<file path="src/rtl/rr_reg_arbiter.sv">
// Round-robin arbiter sharing one DW-bit holding register among NREQ requesters,
// with valid/ready output. Optional stall watchdog enabled by macro RRARB_WDOG_EN.
module rr_reg_arbiter #(
   parameter int unsigned NREQ   = 4,
   parameter int unsigned DW     = 8,
   parameter int unsigned WDOG_W = 4
) (
   input  logic                 clk,
   input  logic                 rst,
   input  logic [NREQ-1:0]      req,
   input  logic [NREQ*DW-1:0]   wdata,
   output logic [NREQ-1:0]      gnt,
   output logic [DW-1:0]        q,
   output logic                 q_valid,
   input  logic                 q_ready
`ifdef RRARB_WDOG_EN
   ,
   output logic                 wdog_err
`endif
);

   localparam int unsigned PW = (NREQ > 1) ? $clog2(NREQ) : 1;

   localparam logic [0:0] StEmpty = 1'b0;
   localparam logic [0:0] StFull  = 1'b1;

   logic [0:0]      state_q, state_d;
   logic [DW-1:0]   q_q, q_d;
   logic [NREQ-1:0] gnt_q, gnt_d;
   logic [PW-1:0]   last_ptr_q, last_ptr_d;

   logic            win_found;
   logic [PW-1:0]   win_idx;
   logic [DW-1:0]   win_data;
   int unsigned     scan_idx;
   logic            load;

   // Scan starts one past the last winner so every requester is reached within NREQ loads.
   always_comb begin
      win_found = 1'b0;
      win_idx   = '0;
      scan_idx  = 0;
      for (int unsigned off = 1; off <= NREQ; off++) begin
         scan_idx = (32'(last_ptr_q) + off) % NREQ;
         if (!win_found && req[scan_idx]) begin
            win_found = 1'b1;
            win_idx   = scan_idx[PW-1:0];
         end
      end
   end

   assign win_data = wdata[win_idx*DW +: DW];
   assign load     = win_found && ((state_q == StEmpty) || q_ready);

`ifdef RRARB_WDOG_EN
   logic [WDOG_W-1:0] wdog_cnt_q, wdog_cnt_d;
   logic              wdog_err_q, wdog_err_d;
   logic              stall;
   logic              wdog_fire;

   assign stall     = (state_q == StFull) && !q_ready;
   assign wdog_fire = stall && (wdog_cnt_q == {WDOG_W{1'b1}});

   always_comb begin
      wdog_cnt_d = '0;
      wdog_err_d = wdog_fire;
      if (stall && !wdog_fire) begin
         wdog_cnt_d = wdog_cnt_q + 1'b1;
      end
   end

   always_ff @(posedge clk) begin
      if (rst) begin
         wdog_cnt_q <= '0;
         wdog_err_q <= 1'b0;
      end else begin
         wdog_cnt_q <= wdog_cnt_d;
         wdog_err_q <= wdog_err_d;
      end
   end

   assign wdog_err = wdog_err_q;
`endif

   always_comb begin
      state_d    = state_q;
      q_d        = q_q;
      gnt_d      = '0;
      last_ptr_d = last_ptr_q;
      if (load) begin
         state_d        = StFull;
         q_d            = win_data;
         gnt_d[win_idx] = 1'b1;
         last_ptr_d     = win_idx;
      end else if ((state_q == StFull) && q_ready) begin
         state_d = StEmpty;
`ifdef RRARB_WDOG_EN
      end else if (wdog_fire) begin
         state_d = StEmpty;
`endif
      end
   end

   always_ff @(posedge clk) begin
      if (rst) begin
         state_q    <= StEmpty;
         q_q        <= '0;
         gnt_q      <= '0;
         last_ptr_q <= PW'(NREQ - 1);
      end else begin
         state_q    <= state_d;
         q_q        <= q_d;
         gnt_q      <= gnt_d;
         last_ptr_q <= last_ptr_d;
      end
   end

   assign q       = q_q;
   assign q_valid = (state_q == StFull);
   assign gnt     = gnt_q;

endmodule

</file>
<file path="config.mk">
export PLATFORM = sky130hd
export DESIGN_NAME = rr_reg_arbiter
export DESIGN_NICKNAME = d
export VERILOG_FILES = /design/src/rtl/rr_reg_arbiter.sv
export SDC_FILE = /design/constraint.sdc
export NUM_CORES = 1
export LEC_CHECK = 0
export CAP_MARGIN = 20
export CORE_MARGIN = 8
export CORE_UTILIZATION = 37
export CTS_BUF_LIST = sky130_fd_sc_hd__clkbuf_8 sky130_fd_sc_hd__clkbuf_16
export DETAILED_ROUTE_END_ITERATION = 7
export PLACE_DENSITY_LB_ADDON = 0.1
export SLEW_MARGIN = 20
export SYNTH_ARGS = -nofsm -noshare
export SYNTH_HDL_FRONTEND = slang
export SYNTH_SLANG_ARGS = --single-unit
</file>
<file path="constraint.sdc">
create_clock -name clk -period 1.9 [get_ports clk]
set_input_delay 0.285 -clock clk [delete_from_list [all_inputs] [get_ports clk]]
set_output_delay 0.285 -clock clk [all_outputs]
set_load 0.005 [all_outputs]
</file>
[Word-level counts from Yosys, hierarchy flattened]
Index checks and enable logic that the tools add are counted.
Word-level totals
  register bits after elaboration: 15
  bits of input ports: 39
  output and inout port bits: 13
  logic and storage cells: 49
Operators by class
  add/subtract/negate cells: 4
  order comparisons: 6
  shift-type cells: 1
  mux-type cells: 20
  bitwise gates (word level): 2
  reductions and logical operators: 12
Operators by type and width (number)
  32-bit by 6-bit indexed part select with 8-bit output: 1
  2-bit by 3-bit less-than comparator with 1-bit output (second input constant): 5
  1-bit two-way mux: 11
  1-bit binary-select mux with 2-bit select: 4
  2-bit two-way mux: 4
  1-bit logical AND: 6
  2-bit by 1-bit adder with 2-bit output (second input constant): 2
  2-bit adder (second input constant): 2
  1-bit logical NOT: 3
  1-bit demux with 2-bit select: 1
  2-bit by 1-bit >= comparator with 1-bit output (second input constant): 1
  1-bit inverter: 2
  2-bit nonzero test: 1
  2-bit OR reduction: 1
  1-bit logical OR: 1

[Longest topological paths before layout]
  depth after elaboration: 17
  depth in mapped cells: 7
  depth with buffers taken out: 5

[Worst setup path before layout]
Ideal clock, no wire load.
  kind: register to register
  start: register last_ptr_q[1]
  end: register q_q[2], in the netlist q[2]
  setup time: 0.138 ns
  arrival time: 1.405 ns
  data required time: 1.762 ns
  path slack: 0.358 ns
  cell stages (with the launch flop): 8
  path buffers: 2
  clock period less this slack: 1.542 ns
  cell sequence: dfxtp_1 > or3b_1 > buf_6 > o21ai_2 > a21o_4 > buf_12 > mux2i_1 > a211oi_1
On the way
  longest elaborated chain between the ends: 14
  elaborated cells on any way between the ends: 28
  those cells by class: add/sub (4); shift (1); mux (16); reduce/logical (7)
RTL lines
  start, declared: line 30  | logic [PW-1:0] last_ptr_q, last_ptr_d;
  start signal, assigned: line 109  | last_ptr_q <= PW'(NREQ - 1);
  start signal, assigned: line 114  | last_ptr_q <= last_ptr_d;
  2-bit by 1-bit adder with 2-bit output: line 44  | scan_idx = (32'(last_ptr_q) + off) % NREQ;
  1-bit binary-select mux with 2-bit select: line 45  | if (!win_found && req[scan_idx]) begin
  1-bit two-way mux (not written as such): line 45
  1-bit two-way mux: line 45
  1-bit logical NOT: line 45
  1-bit logical AND: line 45
  1-bit two-way mux: line 45
  1-bit logical NOT: line 45
  1-bit logical AND: line 45
  1-bit two-way mux: line 45
  1-bit logical NOT: line 45
  1-bit logical AND: line 45
  2-bit two-way mux / 1-bit two-way mux (equally long branches): line 45
  32-bit by 6-bit indexed part select with 8-bit output / 1-bit logical AND (equally long branches): line 52, 53
  end signal, assigned: line 112  | q_q <= q_d;
  end, declared: line 28  | logic [DW-1:0] q_q, q_d;
Parallel ways exist; a longest one is shown, timed or not. The select of a mux whose other input is x is not followed.
A chain may end at the register's enable or synchronous reset.

[Worst setup path in the final report]
  start: input port req[2]
  end: register q_q[1], in the netlist q[1]
On the way
  longest elaborated chain between the ends: 13
  elaborated cells on any way between the ends: 24
  those cells by class: shift (1); mux (16); reduce/logical (7)
RTL lines
  start, declared: line 10  | input logic [NREQ-1:0] req,
  1-bit binary-select mux with 2-bit select: line 45
  1-bit two-way mux (not written as such): line 45
  1-bit two-way mux: line 45
  1-bit logical NOT: line 45
  1-bit logical AND: line 45
  1-bit two-way mux: line 45
  1-bit logical NOT: line 45
  1-bit logical AND: line 45
  1-bit two-way mux: line 45
  1-bit logical NOT: line 45
  1-bit logical AND: line 45
  2-bit two-way mux / 1-bit two-way mux (equally long branches): line 45
  32-bit by 6-bit indexed part select with 8-bit output / 1-bit logical AND (equally long branches): line 52, 53
Parallel ways exist; a longest one is shown, timed or not. The select of a mux whose other input is x is not followed.

==> metrics.txt <==
Detailed Route Iter0 Violations 24; Area contributors post-synth dfxtp_1 33%, mux2i_1 9.9%, a221oi_1 7.7%; Die W 65.58 um; cell chain of the critical path clkdlybuf4s50_1, nor2b_1, o22ai_2, a21o_4, a221oi_1, a211oi_1; actual slew at the worst max-slew pin ~520 ps; PortBufs between 50 and 60; Worst setup SP type input port; drt wl/cell between 15 and 20 um; fin worst setup slack approximately 120 ps; critical path arrival 1910 ps; Req. time, crit path ~2000 ps; fin crit period between 1500 and 2000 ps; first-pass GRT wire length roughly 4400 um; Post-synth top cells 15 x dfxtp_1, 11 x nand2_1, 9 x mux2i_1, 9 x nor2_1; worst-path cell with the longest stage delay clkdlybuf4s50_1; placer congestion estimate around 0.75; Tot GR Track Use 0.1251; Longest Clk Path Bufs 2; antenna viol nets, final 0; Initial Util 0.3775; kind of end point of the critical path register; Area Overhead vs Synth 67.68%; Leak between 0.0006 and 0.0007 uW; max incr delay on CP 560 ps; Placeable Area ~2400 um^2; residual DRC count 0; n_diodes 0; fill count 214; class of the most critical setup path input port to register; TritonCTS buffer count 3; die area 4301 um^2; H-tree levels 1; cell count after synthesis 98; largest net degree at the start of global routing 22; DR pass1 iterations 4; maximum capacitance violations 0; vias per inst 5.266; Yosys Warn Count 0; Synth Cell Area 909.6 um^2; number of synthesized flops with an enable pin 0; sequential share of the synthesized area 0.3301; remaining global-route overflow 0; largest area contributor in the netlist dfxtp_1; final wirelength approximately 2900 um; Hold/Removal Path Class register to register; area share of the largest cell type after synthesis 0.3301; dpl hpwl approximately 2200 um; post-synth net total approximately 140; synth unique cells 30; final instance area roughly 1500 um^2; num rows 18; post-CTS setup buffer count 0; initial antenna violation count 0; DR vias slightly below 1k; Power per Cell Area 661.1 nW/um^2; die height about 66 um; layout cells sized above 1 0.1582; boundary pin count between 50 and 60; status finished clean; TritonCTS clock tree built; Rel. slew slack 0.6515; Post-Place Worst Slack -166.8 ps; Max Clk Rate 0.5603 GHz; NumNets Final just under 200; Clock Skew 1.710 ps; final worst path period share 0.9393; Synth async-reset ratio 0; Sum Neg Setup Slack 0 ps; Yosys reg bits 15; Root Driver clkbuf_8; Final Slew Violations 0; final hold vios 0; # clock sinks 15; Synth Flop Type dfxtp_1; vias in the first global route ~980; placed cell areas 1455 um^2; final setup fails 0; Clock Latency Late Sink roughly 240 ps; Worst VDD drop ~0.37 mV; peak fanout along the critical path 11; RSZ-0062 raised after global routing false; Synth Area per Inst between 9 and 10 um^2; most frequent cell after synthesis dfxtp_1; CTS clk-pin slew, worst paths ~60 ps
==> cell usage in the layout (no fill, tap or decap), types with 2 or more instances in the layout <==
cell type	instances
buf_4	9
dfxtp_1	15
mux2i_1	9
a211oi_1	8
clkdlybuf4s50_1	51
a21oi_1	2
a21o_4	2
a221oi_1	8
inv_1	4
nor2_1	9
clkbuf_8	3
a21oi_2	2
nand2_1	10
nor3b_1	2
o21bai_1	8
==> registers in the layout, summed over array words and instances (netlist names) <==
register,flops
gnt,4
q,8
last_ptr_q,2
q_valid,1
==> metal layers <==
metal | track usage | wire, um | vias up
met4 | 0.05722 | 27 | 0
met1 | 0.1487 | 1304 | 462
met5 | 0 | 0 | -
met3 | 0.02551 | 169 | 2
met2 | 0.2103 | 1441 | 33
li1 | - | - | 493
==> where the power goes <==
group          switching, uW  total (uW)  internal [uW]
sequential              22.2         373            351
clock                    117         262            145
combinational            148         373            225
total                    287        1010            721
==> what timing repair did <==
| item | CTS | global route |
|---|---|---|
| gates resized for setup | 0 | 3 |
| hold buffers | 0 | 0 |
| setup endpoints to repair | 0 | 6 |
==> cell families after synthesis <==
group	synth area share
flops	0.3301
simple gates	0.1527
compound gates	0.3246
mux	0.09904
buf+inv	0.09352
==> final cells by class <==
class                   instances  area, um^2  area share
flip-flops and latches         15       300.3      0.1969
clock buffers                   3       41.29     0.02707
well taps                      30       37.54     0.02461
inverters                       4       15.01    0.009844
repair buffers                 60       578.1      0.3790
clock inverters                 1       5.005    0.003281
multi-input cells              75       548.0      0.3593
==> worst paths after layout <==
| check | cells past startpoint | startpoint | slack (ps) | endpoint |
|---|---|---|---|---|
| setup / recovery | 6 | req[2] | 120 | q[1] |
| hold / removal | 2 | q[2] | 520 | q[2] |
| setup reg to reg | 5 | last_ptr_q[1] | 200 | q[1] |
| hold reg to reg | 2 | q[2] | 520 | q[2] |
==> worst max-delay path: cells and delay by family <==
family                 cells  cell delay [ps]
buffers and inverters      1              560
and+or+nand+nor            1              200
AOI/OAI and AO/OA          4              860
==> per-stage QoR <==
step | hold WS, ps | power (uW) | std cells | util
2_1_floorplan | 455.4 | 568.3 | 98 | -
3_3_place_gp | 508.5 | 736.7 | 183 | 0.6038
3_5_place_dp | 517.3 | 742.6 | 183 | 0.6038
4_1_cts | 522.0 | 1006 | 187 | 0.6231
5_1_grt | 551.9 | 1064 | 188 | 0.6329
6_report | 520.9 | 1008 | 188 | 0.6329
(Power assumes the default switching activity.)
